==> src/rtl/vmem_wr_arbiter_if.sv <==
// Bundle of the two write requesters, the clear-screen control and the registered vmem write port.
// The slave modport is the arbiter's view of the bundle. The master modport is the view of the requesters and the vmem sink.
// The bundle contains no logic. Handshake timing is set by the arbiter.
interface vmem_wr_arbiter_if #(
  parameter int AW = 19,
  parameter int DW = 24
);
  // keyboard/text requester
  logic          req0_valid;
  logic [AW-1:0] req0_addr;
  logic [DW-1:0] req0_data;
  logic          req0_ready;
  // host/pattern requester
  logic          req1_valid;
  logic [AW-1:0] req1_addr;
  logic [DW-1:0] req1_data;
  logic          req1_ready;
  // clear-screen control
  logic          clr_start;
  logic [DW-1:0] clr_color;
  logic          clr_busy;
  logic          clr_done;
  // registered vmem write port
  logic          vm_we;
  logic [AW-1:0] vm_waddr;
  logic [DW-1:0] vm_wdata;

  modport slave (
    input  req0_valid, req0_addr, req0_data,
    input  req1_valid, req1_addr, req1_data,
    input  clr_start, clr_color,
    output req0_ready, req1_ready,
    output clr_busy, clr_done,
    output vm_we, vm_waddr, vm_wdata
  );

  modport master (
    output req0_valid, req0_addr, req0_data,
    output req1_valid, req1_addr, req1_data,
    output clr_start, clr_color,
    input  req0_ready, req1_ready,
    input  clr_busy, clr_done,
    input  vm_we, vm_waddr, vm_wdata
  );
endinterface

==> src/rtl/vmem_wr_arbiter.sv <==
// Purpose: round-robin arbiter that merges two pixel-write requesters into one registered vmem write port.
//          It has an optional clear-screen sweep, which is built only when VMEM_WR_ARBITER_CLEAR_EN is defined.
// Latency: vm_we rises one cycle after a request is accepted. A clear writes one word per cycle.
// Backpressure: ready is combinational. Ready is low during reset, while a clear runs, and in the cycle that clr_start is sampled.
module vmem_wr_arbiter #(
  parameter int AW        = 19,
  parameter int DW        = 24,
  parameter int CLR_WORDS = 524288
) (
  input logic               clk,
  input logic               resetn,
  vmem_wr_arbiter_if.slave  bus
);

  // Last clear address, truncated to AW bits so that a full 2^AW sweep ends on all-ones.
  localparam logic [AW-1:0] CLR_LAST = AW'(CLR_WORDS - 1);

  // last_q = 1 means requester 1 won the most recent accepted transfer.
  logic          last_q, last_d;
  logic          we_q, we_d;
  logic [AW-1:0] waddr_q, waddr_d;
  logic [DW-1:0] wdata_q, wdata_d;

  logic          ready0, ready1;
  logic          arb_en;       // arbitration is allowed this cycle
  logic          clr_wr_vld;   // the clear engine issues a write this cycle
  logic [AW-1:0] clr_wr_addr;
  logic [DW-1:0] clr_wr_dat;

`ifdef VMEM_WR_ARBITER_CLEAR_EN
  typedef enum logic [0:0] {IDLE, CLEAR} state_t;

  state_t        state_q, state_d;
  logic [AW-1:0] cnt_q, cnt_d;
  logic [DW-1:0] color_q, color_d;
  logic          done_q, done_d;

  // In the cycle that clr_start is sampled, the clear start takes priority over both requesters.
  assign arb_en      = (state_q == IDLE) && !bus.clr_start;
  assign clr_wr_vld  = (state_q == CLEAR);
  assign clr_wr_addr = cnt_q;
  assign clr_wr_dat  = color_q;

  assign bus.clr_busy = (state_q == CLEAR);
  assign bus.clr_done = done_q;

  // Clear FSM: capture the colour on start, then sweep the counter up to the last word and return to IDLE.
  always_comb begin
    state_d = state_q;
    cnt_d   = cnt_q;
    color_d = color_q;
    done_d  = 1'b0;
    case (state_q)
      IDLE: begin
        if (bus.clr_start) begin
          state_d = CLEAR;
          color_d = bus.clr_color;
          cnt_d   = '0;
        end
      end
      CLEAR: begin
        if (cnt_q == CLR_LAST) begin
          state_d = IDLE;
          cnt_d   = '0;
          done_d  = 1'b1;
        end else begin
          cnt_d = cnt_q + 1'b1;
        end
      end
      default: state_d = IDLE;
    endcase
  end

  // Clear state registers. A reset aborts a sweep that is in progress, and no clr_done pulse follows.
  always_ff @(posedge clk) begin
    if (!resetn) begin
      state_q <= IDLE;
      cnt_q   <= '0;
      color_q <= '0;
      done_q  <= 1'b0;
    end else begin
      state_q <= state_d;
      cnt_q   <= cnt_d;
      color_q <= color_d;
      done_q  <= done_d;
    end
  end
`else
  logic unused_clr;

  assign arb_en      = 1'b1;
  assign clr_wr_vld  = 1'b0;
  assign clr_wr_addr = '0;
  assign clr_wr_dat  = '0;

  assign bus.clr_busy = 1'b0;
  assign bus.clr_done = 1'b0;
  assign unused_clr   = ^{bus.clr_start, bus.clr_color, CLR_LAST};
`endif

  // Round-robin grant. A requester that is valid on its own is granted. On a tie, the requester that did not win last is granted.
  always_comb begin
    ready0 = 1'b0;
    ready1 = 1'b0;
    if (resetn && arb_en) begin
      ready0 = bus.req0_valid && (!bus.req1_valid ||  last_q);
      ready1 = bus.req1_valid && (!bus.req0_valid || !last_q);
    end
  end

  assign bus.req0_ready = ready0;
  assign bus.req1_ready = ready1;

  // Next write-port contents. The address and data hold their values whenever no write is issued.
  always_comb begin
    we_d    = 1'b0;
    waddr_d = waddr_q;
    wdata_d = wdata_q;
    last_d  = last_q;
    if (clr_wr_vld) begin
      we_d    = 1'b1;
      waddr_d = clr_wr_addr;
      wdata_d = clr_wr_dat;
    end else if (ready0) begin
      we_d    = 1'b1;
      waddr_d = bus.req0_addr;
      wdata_d = bus.req0_data;
      last_d  = 1'b0;
    end else if (ready1) begin
      we_d    = 1'b1;
      waddr_d = bus.req1_addr;
      wdata_d = bus.req1_data;
      last_d  = 1'b1;
    end
  end

  // Registered write port and grant pointer. Reset leaves the pointer on requester 1, so requester 0 wins the first tie.
  always_ff @(posedge clk) begin
    if (!resetn) begin
      we_q    <= 1'b0;
      waddr_q <= '0;
      wdata_q <= '0;
      last_q  <= 1'b1;
    end else begin
      we_q    <= we_d;
      waddr_q <= waddr_d;
      wdata_q <= wdata_d;
      last_q  <= last_d;
    end
  end

  assign bus.vm_we    = we_q;
  assign bus.vm_waddr = waddr_q;
  assign bus.vm_wdata = wdata_q;

endmodule

==> src/flat_wrapper.sv <==
// flat-port wrapper written by rule: the top's interface ports become plain ports
module vmem_wr_arbiter_flat 
#(
  parameter int AW        = 19,
  parameter int DW        = 24,
  parameter int CLR_WORDS = 524288
)
  (clk, resetn, bus_req0_valid, bus_req0_addr, bus_req0_data, bus_req1_valid, bus_req1_addr, bus_req1_data, bus_clr_start, bus_clr_color, bus_req0_ready, bus_req1_ready, bus_clr_busy, bus_clr_done, bus_vm_we, bus_vm_waddr, bus_vm_wdata);
  vmem_wr_arbiter_if #(.AW(AW), .DW(DW)) bus_i ();
  input logic clk;
  input logic resetn;
  input wire logic [$bits(bus_i.req0_valid)-1:0] bus_req0_valid;
  input wire logic [$bits(bus_i.req0_addr)-1:0] bus_req0_addr;
  input wire logic [$bits(bus_i.req0_data)-1:0] bus_req0_data;
  input wire logic [$bits(bus_i.req1_valid)-1:0] bus_req1_valid;
  input wire logic [$bits(bus_i.req1_addr)-1:0] bus_req1_addr;
  input wire logic [$bits(bus_i.req1_data)-1:0] bus_req1_data;
  input wire logic [$bits(bus_i.clr_start)-1:0] bus_clr_start;
  input wire logic [$bits(bus_i.clr_color)-1:0] bus_clr_color;
  output wire logic [$bits(bus_i.req0_ready)-1:0] bus_req0_ready;
  output wire logic [$bits(bus_i.req1_ready)-1:0] bus_req1_ready;
  output wire logic [$bits(bus_i.clr_busy)-1:0] bus_clr_busy;
  output wire logic [$bits(bus_i.clr_done)-1:0] bus_clr_done;
  output wire logic [$bits(bus_i.vm_we)-1:0] bus_vm_we;
  output wire logic [$bits(bus_i.vm_waddr)-1:0] bus_vm_waddr;
  output wire logic [$bits(bus_i.vm_wdata)-1:0] bus_vm_wdata;
  assign bus_i.req0_valid = bus_req0_valid;
  assign bus_i.req0_addr = bus_req0_addr;
  assign bus_i.req0_data = bus_req0_data;
  assign bus_i.req1_valid = bus_req1_valid;
  assign bus_i.req1_addr = bus_req1_addr;
  assign bus_i.req1_data = bus_req1_data;
  assign bus_i.clr_start = bus_clr_start;
  assign bus_i.clr_color = bus_clr_color;
  assign bus_req0_ready = bus_i.req0_ready;
  assign bus_req1_ready = bus_i.req1_ready;
  assign bus_clr_busy = bus_i.clr_busy;
  assign bus_clr_done = bus_i.clr_done;
  assign bus_vm_we = bus_i.vm_we;
  assign bus_vm_waddr = bus_i.vm_waddr;
  assign bus_vm_wdata = bus_i.vm_wdata;
  vmem_wr_arbiter #(.AW(AW), .DW(DW), .CLR_WORDS(CLR_WORDS)) u_core (.clk(clk), .resetn(resetn), .bus(bus_i));
endmodule
==> config.mk <==
export PLATFORM = sky130hd
export DESIGN_NAME = vmem_wr_arbiter_flat
export DESIGN_NICKNAME = d
export VERILOG_FILES = /design/src/rtl/vmem_wr_arbiter_if.sv /design/src/rtl/vmem_wr_arbiter.sv /design/src/flat_wrapper.sv
export SDC_FILE = /design/constraint.sdc
export NUM_CORES = 1
export LEC_CHECK = 0
export BUFFER_PORTS_ARGS = -buffer_cell sky130_fd_sc_hd__buf_2
export CORE_AREA = 2 2 83 85
export CTS_CLUSTER_SIZE = 10
export DETAILED_ROUTE_END_ITERATION = 10
export DIE_AREA = 0 0 85 87
export GPL_TIMING_DRIVEN = 0
export HOLD_SLACK_MARGIN = 0.12
export PLACE_DENSITY = 0.79
export SKIP_CTS_REPAIR_TIMING = 1
export SYNTH_ARGS = -nofsm -noshare
export SYNTH_HDL_FRONTEND = slang
export SYNTH_SLANG_ARGS = --single-unit
==> constraint.sdc <==
create_clock -name clk -period 1.5 [get_ports clk]
set_input_delay 0.075 -clock clk [delete_from_list [all_inputs] [get_ports clk]]
set_output_delay 0.075 -clock clk [all_outputs]
set_load 0.02 [all_outputs]
==> After elaboration in Yosys (flattened, before gate mapping) <==
Cells that the tools add are included.
{ "op_classes": {"order_cmp": 0, "mul": 0, "mux": 10, "n_reduce_logical": 8, "add_sub_neg": 0, "n_eq_ne": 0, "div": 0, "n_shift": 0, "bitwise": 0} }
{ "ops": {"columns": ["operator", "count"], "rows": [
  ["$mux 24", 2],
  ["$mux 19", 2],
  ["$mux 1", 6],
  ["$logic_not 1->1", 3],
  ["$logic_and 1x1->1", 2],
  ["$logic_or 1x1->1", 2],
  ["$reduce_bool 2->1", 1]
]} }
{ "word_totals": {"out_inout_bits": 48, "regBits": 45, "latch_bits": 0, "elab_cells": 22, "mem_count": 0, "input_bits": 115, "rom_bits": 0, "mem_bits_rw": 0} }

==> Logic depth before layout (Yosys ltp) <==
{ "depth": {"depth_word": 6, "depth_mapped": 6, "mapped_depth_nobuf": 3} }

==> Worst setup path before layout <==
OpenSTA, ideal clock, no wires.
{ "synth_path": {"path_type": "reg-to-reg", "start": "register u_core.last_q", "end": "register u_core.wdata_q[0], in the netlist u_core.bus.vm_wdata[0]", "t_arrival_ns": 1.253, "stages_incl_launch_ff": 7, "setup_slack_ns": 0.155, "n_path_buf": 3, "path_cell_list": "dfxtp_1 nand2b_1 buf_2 and2_4 buf_6 buf_12 o311ai_4"} }
{ "synth_via": {"elab_cells_between_ends": 9, "cone_classes": "mux: 3; reduce/logical: 6"} }
{ "synth_lines": {"columns": ["element", "line_no", "rtl"], "rows": [
  ["start, declared", "vmem_wr_arbiter.sv:19", "logic last_q, last_d;"],
  ["start signal, assigned", "vmem_wr_arbiter.sv:148", "last_q <= last_d;"],
  ["$logic_or 1x1->1 (*)", "vmem_wr_arbiter.sv:106", "ready0 = bus.req0_valid && (!bus.req1_valid || last_q);"],
  ["$logic_and 1x1->1 (*)", "vmem_wr_arbiter.sv:106", null],
  ["$mux 1 (*)", "vmem_wr_arbiter.sv:105", "if (resetn && arb_en) begin"],
  ["named net bus_req0_ready", "flat_wrapper.sv:20", "output wire logic [$bits(bus_i.req0_ready)-1:0] bus_req0_ready;"],
  ["$mux 24 or $reduce_bool 2->1 (tied branches)", null, null],
  ["end signal, assigned", "vmem_wr_arbiter.sv:147", "wdata_q <= wdata_d;"],
  ["end, declared", "vmem_wr_arbiter.sv:22", "logic [DW-1:0] wdata_q, wdata_d;"]
]} }
Mark *: on every way through the listed nets, which the timed path passes. The rest lies on a longest branch.
A chain may end at the register's enable or synchronous reset.

==> Worst setup path in the final report <==
{ "layout_path": {"start": "register u_core.last_q", "end": "output port bus_req0_ready"} }
{ "layout_via": {"elab_chain_len": 3} }
{ "layout_lines": {"columns": ["element", "line_no"], "rows": [
  ["$logic_or 1x1->1", "vmem_wr_arbiter.sv:106"],
  ["$logic_and 1x1->1", "vmem_wr_arbiter.sv:106"],
  ["$mux 1", "vmem_wr_arbiter.sv:105"],
  ["end, declared", "flat_wrapper.sv:20"]
]} }
No other way between the ends.

==> reports/metrics.yaml <==
clocking:
  worst_skew_pair.late_latency_ns: 0.29
  clock-sinks: 45
  tritoncts_clock_tree: "built"
  cts_inserted_buffers: 5
  cts.root.buffer_cell: "sky130_fd_sc_hd__clkbuf_8"
  cts-root-to-sink-buffers: 2
  clock_tree.htree_level_count: 2
  cts.clk_slew.worst_paths_ns: 0.08
layout:
  layoutNonFillerInstCount: 570
  area_growth_syn_to_layout_pct: 63.45
  commonest_cells_after_routing_fill_and_taps_aside: "sky130_fd_sc_hd__buf_2 (139), sky130_fd_sc_hd__nand2_1 (87), sky130_fd_sc_hd__dlygate4sd3_1 (82)"
  mostFrequentLayoutCell: "sky130_fd_sc_hd__buf_2"
  drive_gt1_share_pct: 42.24
  num-nets-final: 605
  antennaDiodeCount: 0
floorplanning:
  io_pins: 163
  die_w_um: 85
  die_height_um: 87
  placement_rows: 30
  floorplan.die_area_um2: 7395
  initial_core_util_pct: 42.27
  core_area_um2: 6569
setup_path:
  critical_path.cell_chain: "nand2b_4, buf_6, and2_4, buf_12, buf_8"
  critical-path-slowest-cell: "sky130_fd_sc_hd__dfxtp_2"
  cpPeakStageDelay_ns: 0.35
  timing.critical_path.arrival_ns: 1.40
  critical_path_class: "reg2out"
  cp-end-kind: "output port"
  worst_setup_path_start_kind: "register"
  crit_start: "u_core.last_q"
  crit_path_required_time_ns: 1.42
  critical_path.reg2reg.startpoint: "u_core.last_q"
  ff2ff_path_depth: 5
  path_max_fanout: 10
placed_design:
  hpwlAfterDp_mm: 5.398
  gpl.final_weighted_congestion: 0.7617
  placed_cells: 474
  placement.io_buffers: 135
grt:
  grt_remaining_overflow: 0
  groute.layer.met2.usage_pct: 32.95
  wire_length_of_the_first_global_routing_pass_mm: 11.12
  grt_pass1_vias: 2414
  most_congested_layer_reported_by_global_routing: "met2"
  groute.layer.met3.usage_pct: 5.877
  grtUsageTotal_pct: 18.78
  antenna_found_initial: 0
  met1_track_demand_over_resource_pct: 22.29
  grt_max_degree: 13
sta:
  timing.slew.headroom_pct: 65.25
  grt_setup_unrepaired: "yes"
  fmax_mhz: 679.9
  timing.hold.ws_ns: 0.09747
  final-hold-violation-count: 0
  period_minus_slack_ns: 1.471
  final_max_slew_viol_count: 0
  count_of_final_setup_violators: 0
  fin_worst_skew_ns: 0.002405
  layout_worst_path_cycle_share_pct: 98.06
  worstMarginPinSlew_ns: 0.5213
detailed_routing:
  dr.pass1.iters: 4
  avgRoutedWirePerCell_um: 15.98
  routed_via_density: 5.111
  routed_wire_length_mm: 9.110
  ant_nets_after_route: 0
  detailroute.via_count: 2913
  detail_route.iter0.violations: 104
  detail_route.drc_violations: 0
synthesis:
  yosysUniqueCellTypes: 18
  ys_warn_count: 0
  yosysSeqAreaShare_pct: 32.45
  yosys_most_used_dff: "sky130_fd_sc_hd__dfxtp_1"
  synth_enable_flop_cells: 0
  syn-cell-area_um2: 2776
  synth-async-reset-ratio_pct: 0
  synth.ff_latch_count: 45
  synthCells: 258
  syn_avg_cell_area_um2: 10.76
pwr:
  power_switching_share_pct: 31.97
  p_leak_nw: 1.987
  power.combinational.fraction_pct: 35.1
  share_seq_of_total_power_pct: 41.4
  power.share.clock_pct: 23.5
  irDropWorstVdd_uv: 445.3
  netSwitchingPower_mw: 1.056
  powerDensity_nw_per_um2: 728.1
  cellInternalPower_mw: 2.248
worst_hold_path:
  holdCritPathClass: "in2reg"
  worstHoldPathCells: 3
  worst_hold_startpoint: "bus_req1_data[12]"
flow_run:
  timing.max_cap.violations: 0
outcome:
  status: "finished, final reports clean"
cell usage after synthesis (2+ instances only):
cell type                   n  area share, %
sky130_fd_sc_hd__nand2_1   87             12
sky130_fd_sc_hd__dfxtp_1   45             32
sky130_fd_sc_hd__nand3_1   44            7.9
sky130_fd_sc_hd__o311ai_4  39             37
sky130_fd_sc_hd__clkbuf_1  15            2.0
sky130_fd_sc_hd__buf_2      6            1.1
sky130_fd_sc_hd__buf_12     4            2.9
sky130_fd_sc_hd__o311ai_0   4            1.3
sky130_fd_sc_hd__and2_4     2           0.63
sky130_fd_sc_hd__buf_4      2           0.54
sky130_fd_sc_hd__buf_6      2           0.81
sky130_fd_sc_hd__nand2b_1   2           0.45
power groups by stage:
stage	registers, mW	logic [mW]	clock network (mW)
finish	1.37	1.16	0.778
detailed placement	1.39	0.957	0
global placement	1.39	0.941	0
global route	1.38	1.23	0.831
CTS	1.36	0.958	0.796
floorplan	1.53	0.505	0
state kept, by name (all words and copies together), names as in the netlist:
register             count
u_core.bus.vm_we         1
u_core.bus.vm_wdata     24
u_core.bus.vm_waddr     19
u_core.last_q            1
cells by family (layout without fill, tap and decap cells):
logic type / after synthesis / count (layout) / share of synthesized area, %
other: 1 / 2 / 0.1351
buffers and inverters: 30 / 261 / 7.481
DFF: 45 / 45 / 32.45
and+or+nand+nor: 138 / 138 / 21.59
AOI/OAI and AO/OA: 44 / 44 / 38.35
layer usage:
metal	up-vias	share of wire, %
met1	1399	38
met2	109	54
li1	1392	-
met3	13	6.5
met5	-	0
met4	0	1.4
area by class of cell:
type	instances	area [um^2]
Fill cell	512	2031
Multi-Input combinational cell	184	1679
Timing Repair Buffer	225	1567
Sequential cell	45	902.1
Buffer	29	203.9
Tap cell	80	100.1
Clock buffer	7	86.33
critical path: cells and delay by family (launching register included):
family	cells	cell delay, ns
AND/OR/NAND/NOR	2	0.36
buffers and inverters	3	0.39
flip-flops	1	0.35
final timing paths:
path,slack (ns),to
hold / removal,0.1,u_core.bus.vm_wdata[12]
setup / recovery,0.03,bus_req0_ready
hold reg to reg,0.48,u_core.bus.vm_wdata[10]
setup reg to reg,0.05,u_core.bus.vm_wdata[22]
stage by stage:
stage	TNS (ns)	instance area, um^2	util (%)	setup WS, ns	power, mW
after floorplan	0	2780	-	0.1552	2.036
after global placement	0	3556	54.13	0.02932	2.328
after detailed placement	-0.01551	3556	54.13	-0.01349	2.349
after CTS	-0.3429	3642	55.45	-0.2290	3.119
after global routing	-0.1252	4538	69.09	-0.04943	3.438
final	0	4538	69.09	0.02911	3.304
(Power assumes the default switching activity.)
